===== src/rtl/pattern_match_sched.sv =====
// rtl/pattern_match_sched.sv - round-robin shared 1-2-3 symbol-sequence detector
//
// Purpose:
//   One detection engine time-shared between NCH requesters. A round-robin
//   arbiter accepts at most one 2-bit symbol per cycle. Each channel keeps its
//   own detector state, a match level and a saturating hit counter.
//
// Ports:
//   clk        system clock, rising edge
//   rst_n      asynchronous active-low reset
//   req_valid  [NCH]     channel i has a symbol pending
//   req_num    [2*NCH]   symbol of channel i on bits [2i+1:2i]
//   req_ready  [NCH]     one-hot grant, combinational; accepted when valid&ready
//   clr        clear request for channel clr_sel
//   clr_sel    [CH_W]    channel to clear (>= NCH ignored)
//   hit_valid  one-cycle pulse: a channel just reached S3 from S2
//   hit_ch     [CH_W]    channel index qualifying hit_valid
//   match      [NCH]     level: channel state == S3
//   rd_sel     [CH_W]    counter readback select
//   rd_cnt     [CNT_W]   hit counter of channel rd_sel (0 when rd_sel >= NCH)

module pattern_match_sched #(
  parameter int NCH   = 4,
  parameter int CNT_W = 8,
  parameter int CH_W  = 2
) (
  input  logic             clk,
  input  logic             rst_n,
  input  logic [NCH-1:0]   req_valid,
  input  logic [2*NCH-1:0] req_num,
  output logic [NCH-1:0]   req_ready,
  input  logic             clr,
  input  logic [CH_W-1:0]  clr_sel,
  output logic             hit_valid,
  output logic [CH_W-1:0]  hit_ch,
  output logic [NCH-1:0]   match,
  input  logic [CH_W-1:0]  rd_sel,
  output logic [CNT_W-1:0] rd_cnt
);

  localparam logic [1:0] S0 = 2'd0;
  localparam logic [1:0] S1 = 2'd1;
  localparam logic [1:0] S2 = 2'd2;
  localparam logic [1:0] S3 = 2'd3;

  localparam logic [1:0] SYM_01 = 2'b01;
  localparam logic [1:0] SYM_10 = 2'b10;
  localparam logic [1:0] SYM_11 = 2'b11;

  logic [1:0]       state [NCH];
  logic [CNT_W-1:0] cnt   [NCH];
  logic [CH_W-1:0]  ptr;

  logic             gnt_any;
  logic [CH_W-1:0]  gnt_idx;
  logic [NCH-1:0]   gnt;
  logic [1:0]       gnt_sym;
  logic [1:0]       gnt_state;
  logic [1:0]       gnt_next;
  logic             gnt_clr;
  logic             gnt_hit;

  // Detector transition; symbol 00 and any unlisted symbol hold the state.
  function automatic logic [1:0] fsm_next(input logic [1:0] s, input logic [1:0] sym);
    logic [1:0] n;
    n = s;
    case (s)
      S0: if (sym == SYM_01) n = S1;
      S1: begin
        if (sym == SYM_10)      n = S2;
        else if (sym == SYM_11) n = S0;
      end
      S2: begin
        if (sym == SYM_01)      n = S1;
        else if (sym == SYM_11) n = S3;
      end
      S3: begin
        if (sym == SYM_01)      n = S1;
        else if (sym == SYM_10) n = S0;
      end
      default: n = S0;
    endcase
    return n;
  endfunction

  // Round-robin search: first valid channel at or after ptr, wrapping.
  // The granted channel's symbol and current state are picked up here so the
  // single shared engine only ever looks at one channel.
  always_comb begin : arb
    int c;
    c         = 0;
    gnt       = '0;
    gnt_any   = 1'b0;
    gnt_idx   = '0;
    gnt_sym   = 2'b00;
    gnt_state = S0;
    for (int k = 0; k < NCH; k++) begin
      c = int'(ptr) + k;
      if (c >= NCH) c = c - NCH;
      if (!gnt_any && req_valid[c]) begin
        gnt_any   = 1'b1;
        gnt[c]    = 1'b1;
        gnt_idx   = CH_W'(c);
        gnt_sym   = req_num[2*c +: 2];
        gnt_state = state[c];
      end
    end
  end

  assign req_ready = rst_n ? gnt : '0;

  // A symbol accepted in the same cycle its channel is cleared is consumed but
  // discarded: the clear wins and no hit is produced.
  assign gnt_clr  = clr && (clr_sel == gnt_idx);
  assign gnt_next = fsm_next(gnt_state, gnt_sym);
  assign gnt_hit  = gnt_any && !gnt_clr && (gnt_state == S2) && (gnt_next == S3);

  always_ff @(posedge clk or negedge rst_n) begin
    if (!rst_n) begin
      ptr       <= '0;
      hit_valid <= 1'b0;
      hit_ch    <= '0;
      for (int i = 0; i < NCH; i++) begin
        state[i] <= S0;
        cnt[i]   <= '0;
      end
    end else begin
      hit_valid <= gnt_hit;
      if (gnt_hit) hit_ch <= gnt_idx;

      if (gnt_any) ptr <= (gnt_idx == CH_W'(NCH-1)) ? '0 : gnt_idx + 1'b1;

      for (int i = 0; i < NCH; i++) begin
        if (clr && (clr_sel == CH_W'(i))) begin
          state[i] <= S0;
          cnt[i]   <= '0;
        end else if (gnt_any && (gnt_idx == CH_W'(i))) begin
          state[i] <= gnt_next;
          if (gnt_hit && (cnt[i] != '1)) cnt[i] <= cnt[i] + 1'b1;
        end
      end
    end
  end

  always_comb begin
    match = '0;
    for (int i = 0; i < NCH; i++) match[i] = (state[i] == S3);
  end

  always_comb begin
    rd_cnt = '0;
    for (int i = 0; i < NCH; i++) begin
      if (rd_sel == CH_W'(i)) rd_cnt = cnt[i];
    end
  end

endmodule


===== config.mk =====
export PLATFORM = sky130hd
export DESIGN_NAME = pattern_match_sched
export DESIGN_NICKNAME = d
export VERILOG_FILES = /design/src/rtl/pattern_match_sched.sv
export SDC_FILE = /design/constraint.sdc
export NUM_CORES = 1
export LEC_CHECK = 0
export CAP_MARGIN = 0
export CORE_MARGIN = 2
export CORE_UTILIZATION = 55
export DETAILED_ROUTE_END_ITERATION = 6
export HOLD_SLACK_MARGIN = 0.1
export PLACE_DENSITY = 0.86
export SYNTH_ARGS = -nofsm -noshare
export SYNTH_HDL_FRONTEND = slang
export SYNTH_SLANG_ARGS = --single-unit

===== constraint.sdc =====
create_clock -name clk -period 5.22 [get_ports clk]
set_input_delay 1.305 -clock clk [delete_from_list [all_inputs] [get_ports clk]]
set_output_delay 1.305 -clock clk [all_outputs]
set_load 0.1 [all_outputs]

==> results of run 1 <==
==> routing by layer <==
metal  GRT usage  wire (um)  up-vias
li1            -          -     1578
met1       0.351       3800     1656
met2       0.424       4630      134
met3      0.0267        487       15
met4      0.0767        149        0
met5           0          0        -
==> kinds of logic after synthesis <==
family                     after synthesis  synth area share
buffers and inverters                   42            0.0486
muxes                                   34             0.176
AOI/OAI and AO/OA                      109             0.189
DFF                                     45             0.302
adders and majority gates               15            0.0503
and+or+nand+nor                        154             0.232
xor gates and xnor gates                 1           0.00235
==> state kept, by name, indices dropped and copies added (netlist names) <==
signal	flops
cnt	32
state	8
hit_ch	2
ptr	2
hit_valid	1
==> stage by stage <==
step / hold WS (ns) / utilization / worst slack, ns / cells
floorplan: 0.521 / - / 0.401 / 400
global placement: 0.462 / 0.625 / 0.391 / 499
detailed placement: 0.476 / 0.625 / 0.244 / 499
CTS: 0.495 / 0.638 / 0.277 / 507
global route: 0.516 / 0.638 / 0.0952 / 507
finish: 0.486 / 0.638 / 0.239 / 507
==> worst register-to-register path, cell delays in order, from the launching register on <==
cell	delay [ns]
dfrtp_1	0.36
inv_1	0.12
ha_1	0.36
mux4_2	0.67
nor2b_1	0.39
buf_4	0.22
a311o_1	0.20
o31ai_2	0.11
nor2_1	0.21
o2111ai_4	0.28
buf_12	0.28
or4_1	0.53
a21oi_1	0.18
==> cell type report <==
| class | instances | area share |
|---|---|---|
| Timing Repair Buffer | 45 | 0.107 |
| Tap cell | 80 | 0.0235 |
| Multi-Input combinational cell | 313 | 0.571 |
| Clock inverter | 2 | 0.00235 |
| Inverter | 16 | 0.0141 |
| Clock buffer | 6 | 0.0170 |
| Sequential cell | 45 | 0.264 |
==> placed cells by master (no fill, tap or decap), types with 7 or more instances in the layout <==
cell	netlist	final
buf_4	0	15
nor2_1	16	16
or4_1	14	14
mux4_2	25	25
clkdlybuf4s50_1	0	24
nor3_1	8	8
o21ai_0	26	26
a22oi_1	9	9
o31ai_1	8	8
nand2_1	31	31
or3_1	19	19
ha_1	15	15
and3_1	9	9
nor2b_1	7	7
nand3_1	18	18
dfrtp_1	45	45
a21oi_1	41	41
inv_1	16	16
and2_1	9	9
==> worst paths after layout <==
check,startpoint,endpoint
min in group asynchronous,rst_n,hit_valid
max in group asynchronous,rst_n,cnt[10]
worst max register to register,ptr[0],cnt[14]
worst min register to register,hit_ch[0],hit_ch[0]
worst min-delay path,hit_ch[0],hit_ch[0]
worst max-delay path,req_valid[2],req_ready[2]
==> power groups by stage <==
stage	Combinational [mW]	Clock (mW)	Sequential, mW
5_1_grt	1.91	0.225	0.499
6_report	1.77	0.208	0.489
2_1_floorplan	1.30	0	0.524
3_5_place_dp	1.75	0	0.492
4_1_cts	1.76	0.214	0.486
3_3_place_gp	1.71	0	0.486
==> reports/results.ini, run 1 <==
[power]
swShare = 0.516
p_seq_frac = 0.198
pwr-share-clk = 0.084
cellPowerDensity_nw_per_um2 = 578
ir_drop_uv = 415
p_int_mw = 1.19
p_comb_frac = 0.717
finalPower_mw = 2.46
leakage_nw = 1.70
p_sw_mw = 1.27

[logic_synthesis]
syn_inst = 400
synth_top_area_frac = 0.302
yosys-top-cells-count = dfrtp_1 (45), a21oi_1 (41), nand2_1 (31), o21ai_0 (26), mux4_2 (25)
avgSynthCellArea_um2 = 9.33
synth_nets = 434
synth.distinct_cells = 54
ys_ff_latch = 45
synth.cell_area_um2 = 3730
post-synth-top-area-cell = dfrtp_1
synth-main-ff-cell = dfrtp_1
ys_warn_count = 0
synth_edf_count = 0
ys_top_cells_by_area = dfrtp_1 (30%), mux4_2 (15%), a21oi_1 (5.5%)
synth.most_common_cell = dfrtp_1
yosysSeqAreaShare = 0.302
synthArstFlopShare = 1.00

[drt]
via_per_inst = 6.67
wl_per_cell_um = 17.9
vias = 3383
drt_first_pass_iters = 5
drt-initial-drc-count = 239
ant_nets = 0
wirelength_um = 9080
drc = 0

[timing]
maxSlewViolCount = 0
worst_slew_pin_slew_ns = 1.20
timing.fmax_mhz = 201
period_minus_slack_ns = 4.98
rsz0062_at_grt = no
timing_hold_violations_final = 0
final.setup.tns_ns = 0
finalClockSkew_ns = 0.00723
period_share = 0.954
setup_viol = 0
maxSlewHeadroom = 0.199

[setup_path]
crit_path_start_kind = input port
crit_required_ns = 3.91
crit_fanout = 13
reg2reg_depth = 12
critPathKind = input port to output pin
cp_common_cell = and2_1
crit_family = buffers and inverters
r2r_slack_ns = 1.23
critPathCaptureType = output pin
crit_chain = clkdlybuf4s50_1 -> mux4_2 -> nor2_4 -> and2_1 -> a22oi_1 -> o21ai_0 -> and2_1 -> buf_12
slowest_stage = mux4_2
cp_num_buf_inv = 2
cp.arrival_ns = 3.68
max_stage_delay_ns = 0.71
cp_num_cells = 8

[clock_network]
cts.path.max_buffers = 2
cts-hold-fix-buffers = 0
htreeDepth = 2
cts-resized-gates = 0
clk_pin_slew_ns = 0.08
clock_latency_ns = 0.29
post-cts-setup-buffers = 0
numCtsBuffers = 5
clock_sinks = 45
cts_tree = done
cts_root_buf = clkbuf_8

[layout]
multi_input_area_um2 = 2430
diodes = 0
ff_latch_area_um2 = 1130
area_growth_pct = 14.2
drive_gt1_frac = 0.152
nFillCells = 531
postLayoutCellArea_um2 = 4260
fin_nets = 460

[placement]
place.gp.congestion = 0.893
place_area_um2 = 4180
hpwl_um = 6570
port_buffers = 37

[grt]
grt_pass1_vias = 3118
grt_pass1_wl_um = 15200
overflow = 0
grt_max_degree = 46
antenna_found_initial = 0
grt_use_total = 0.254

[worst_hold_path]
hp-class = register to register
whs_path_depth = 2

[die]
die_area_um2 = 7460
die_h_um = 86.4
design.portCount = 38
initial_core_util = 0.558
core_area_um2 = 6680
rows = 30
fp.dieW_um = 86.4

[status]
status = finished, final reports clean

[job]
cap_viol_max_count = 0

Note: power is estimated with default switching activity, not from simulation.
==> run 2: changes to the inputs <==
--- a/config.mk
+++ b/config.mk
@@ -8,9 +8,11 @@
 export CAP_MARGIN = 0
 export CORE_MARGIN = 2
 export CORE_UTILIZATION = 55
+export CTS_CLUSTER_SIZE = 8
 export DETAILED_ROUTE_END_ITERATION = 6
 export HOLD_SLACK_MARGIN = 0.1
-export PLACE_DENSITY = 0.86
+export PLACE_DENSITY = 0.78
+export RECOVER_POWER = 25
 export SYNTH_ARGS = -nofsm -noshare
 export SYNTH_HDL_FRONTEND = slang
 export SYNTH_SLANG_ARGS = --single-unit
==> reports/results.ini, run 2 (synthesized netlist as in run 1, its figures left out) <==
[drt]
ant_nets = 0
vias = 3419
drt-initial-drc-count = 229
via_per_inst = 6.76
drc = 0
wl_per_cell_um = 18.2
drt_first_pass_iters = 5
wirelength_um = 9200

[setup_path]
critPathKind = input port to output pin
crit_path_start_kind = input port
cp_common_cell = and2_1
critPathCaptureType = output pin
max_stage_delay_ns = 0.69
crit_chain = clkdlybuf4s50_1 -> mux4_2 -> nor2_4 -> and2_1 -> a22oi_1 -> o21ai_0 -> and2_1 -> buf_12
crit_required_ns = 3.91
r2r_slack_ns = 1.41
slowest_stage = mux4_2
crit_fanout = 13
cp.arrival_ns = 3.68

[timing]
period_share = 0.955
maxSlewHeadroom = -0.624
holdWs_ns = 0.501
timing_hold_violations_final = 0
rsz0062_at_grt = no
finalClockSkew_ns = 0.0112
final.setup.tns_ns = 0
worst_slew_pin_slew_ns = 2.44
timing.fmax_mhz = 201
setup_slack_ns = 0.235
maxSlewViolCount = 46
period_minus_slack_ns = 4.99
setup_viol = 0

[clock_network]
clock_latency_ns = 0.30
clock_sinks = 45
cts.path.max_buffers = 2
post-cts-setup-buffers = 0
numCtsBuffers = 5
cts_root_buf = clkbuf_8
cts-resized-gates = 0
cts_tree = done
clk_pin_slew_ns = 0.09
htreeDepth = 2
cts-hold-fix-buffers = 0

[status]
status = complete, but fails checks
violations = capacitance limit, slew limit

[grt]
grt_max_degree = 70
grt.busiest_layer = met2
use_met2 = 0.420
use_met3 = 0.0286
overflow = 0
grt_use_total = 0.255
grt_pass1_vias = 3071
antenna_found_initial = 0
grtUsageMet1 = 0.361
grt_pass1_wl_um = 15300

[layout]
diodes = 0
top_regs = cnt (32), state (8)
fin_util = 0.640
area_growth_pct = 14.7
fin_cells = 506
postLayoutCellArea_um2 = 4280
nFillCells = 536
largest_register_ffs = 32
drive_gt1_frac = 0.146
final_common_cell = dfrtp_1
fin_nets = 459
final_cell_mix = dfrtp_1 (45), a21oi_1 (41), nand2_1 (31)
regMostFlops = cnt

[job]
cap_viol_max_count = 1

[die]
initial_core_util = 0.558
fp.dieW_um = 86.4
die_h_um = 86.4
die_area_um2 = 7460
rows = 30
core_area_um2 = 6680
design.portCount = 38

[placement]
place_ws_ns = 0.311
place_area_um2 = 4170
hpwl_um = 6700
port_buffers = 37
place.gp.congestion = 0.906
dp.cells = 498

[power]
leakage_nw = 1.70
ir_drop_uv = 260
cellPowerDensity_nw_per_um2 = 588
finalPower_mw = 2.51

[worst_hold_path]
hp-class = register to register

run 2: changes by cell type in the layout (fill, tap and decap cells not counted), sizes merged:
cell / change
buf: -3
bufinv: +1
clkbuf: +2
clkinv: -1
run 2: area by class of cell:
class / count / area [um2] / share of cell area
clock buffer: 6 / 72.6 / 0.0170
tap: 80 / 100 / 0.0234
timing repair buffer: 44 / 445 / 0.104
inverter: 16 / 60.1 / 0.0140
sequential: 45 / 1130 / 0.263
clock inverter: 2 / 38.8 / 0.00907
multi-input combinational: 313 / 2430 / 0.569
run 2: path summary, 6_finish.rpt:
path	from	to	depth (start not counted)
worst max-delay path	req_valid[3]	req_ready[2]	8
worst min-delay path	hit_ch[1]	hit_ch[1]	2
worst max register to register	ptr[0]	cnt[19]	12
worst min register to register	hit_ch[1]	hit_ch[1]	2
max in group asynchronous	rst_n	state[6]	2
min in group asynchronous	rst_n	cnt[22]	2
run 2: metal layers:
metal	wire, um	vias to the layer above	share of wire
met1	3940	1688	0.43
met2	4660	131	0.51
met3	506	8	0.055
met4	89	0	0.0097
li1	-	1592	-
met5	0	-	0
run 2: worst max-delay path, delay by kind of cell:
kind	cells	cell delay, ns
AND/OR/NAND/NOR	3	0.68
multiplexers	1	0.69
buffers and inverters	2	0.80
AO/OA/AOI/OAI	2	0.20
run 2: power breakdown:
group	internal [mW]	switching [mW]	total (mW)	leakage [nW]
combinational	0.682	1.08	1.76	1.03
sequential	0.411	0.0773	0.488	0.611
clock	0.144	0.123	0.267	0.0554
total	1.24	1.28	2.51	1.70
==> run 3: changes to the inputs <==
--- a/config.mk
+++ b/config.mk
@@ -8,7 +8,7 @@
 export CAP_MARGIN = 0
 export CORE_MARGIN = 2
 export CORE_UTILIZATION = 55
-export CTS_CLUSTER_SIZE = 8
+export CTS_CLUSTER_SIZE = 16
 export DETAILED_ROUTE_END_ITERATION = 6
 export HOLD_SLACK_MARGIN = 0.1
 export PLACE_DENSITY = 0.78
==> results of run 3 <==
The final DEF is identical to that of run 2; final timing and power are the same.
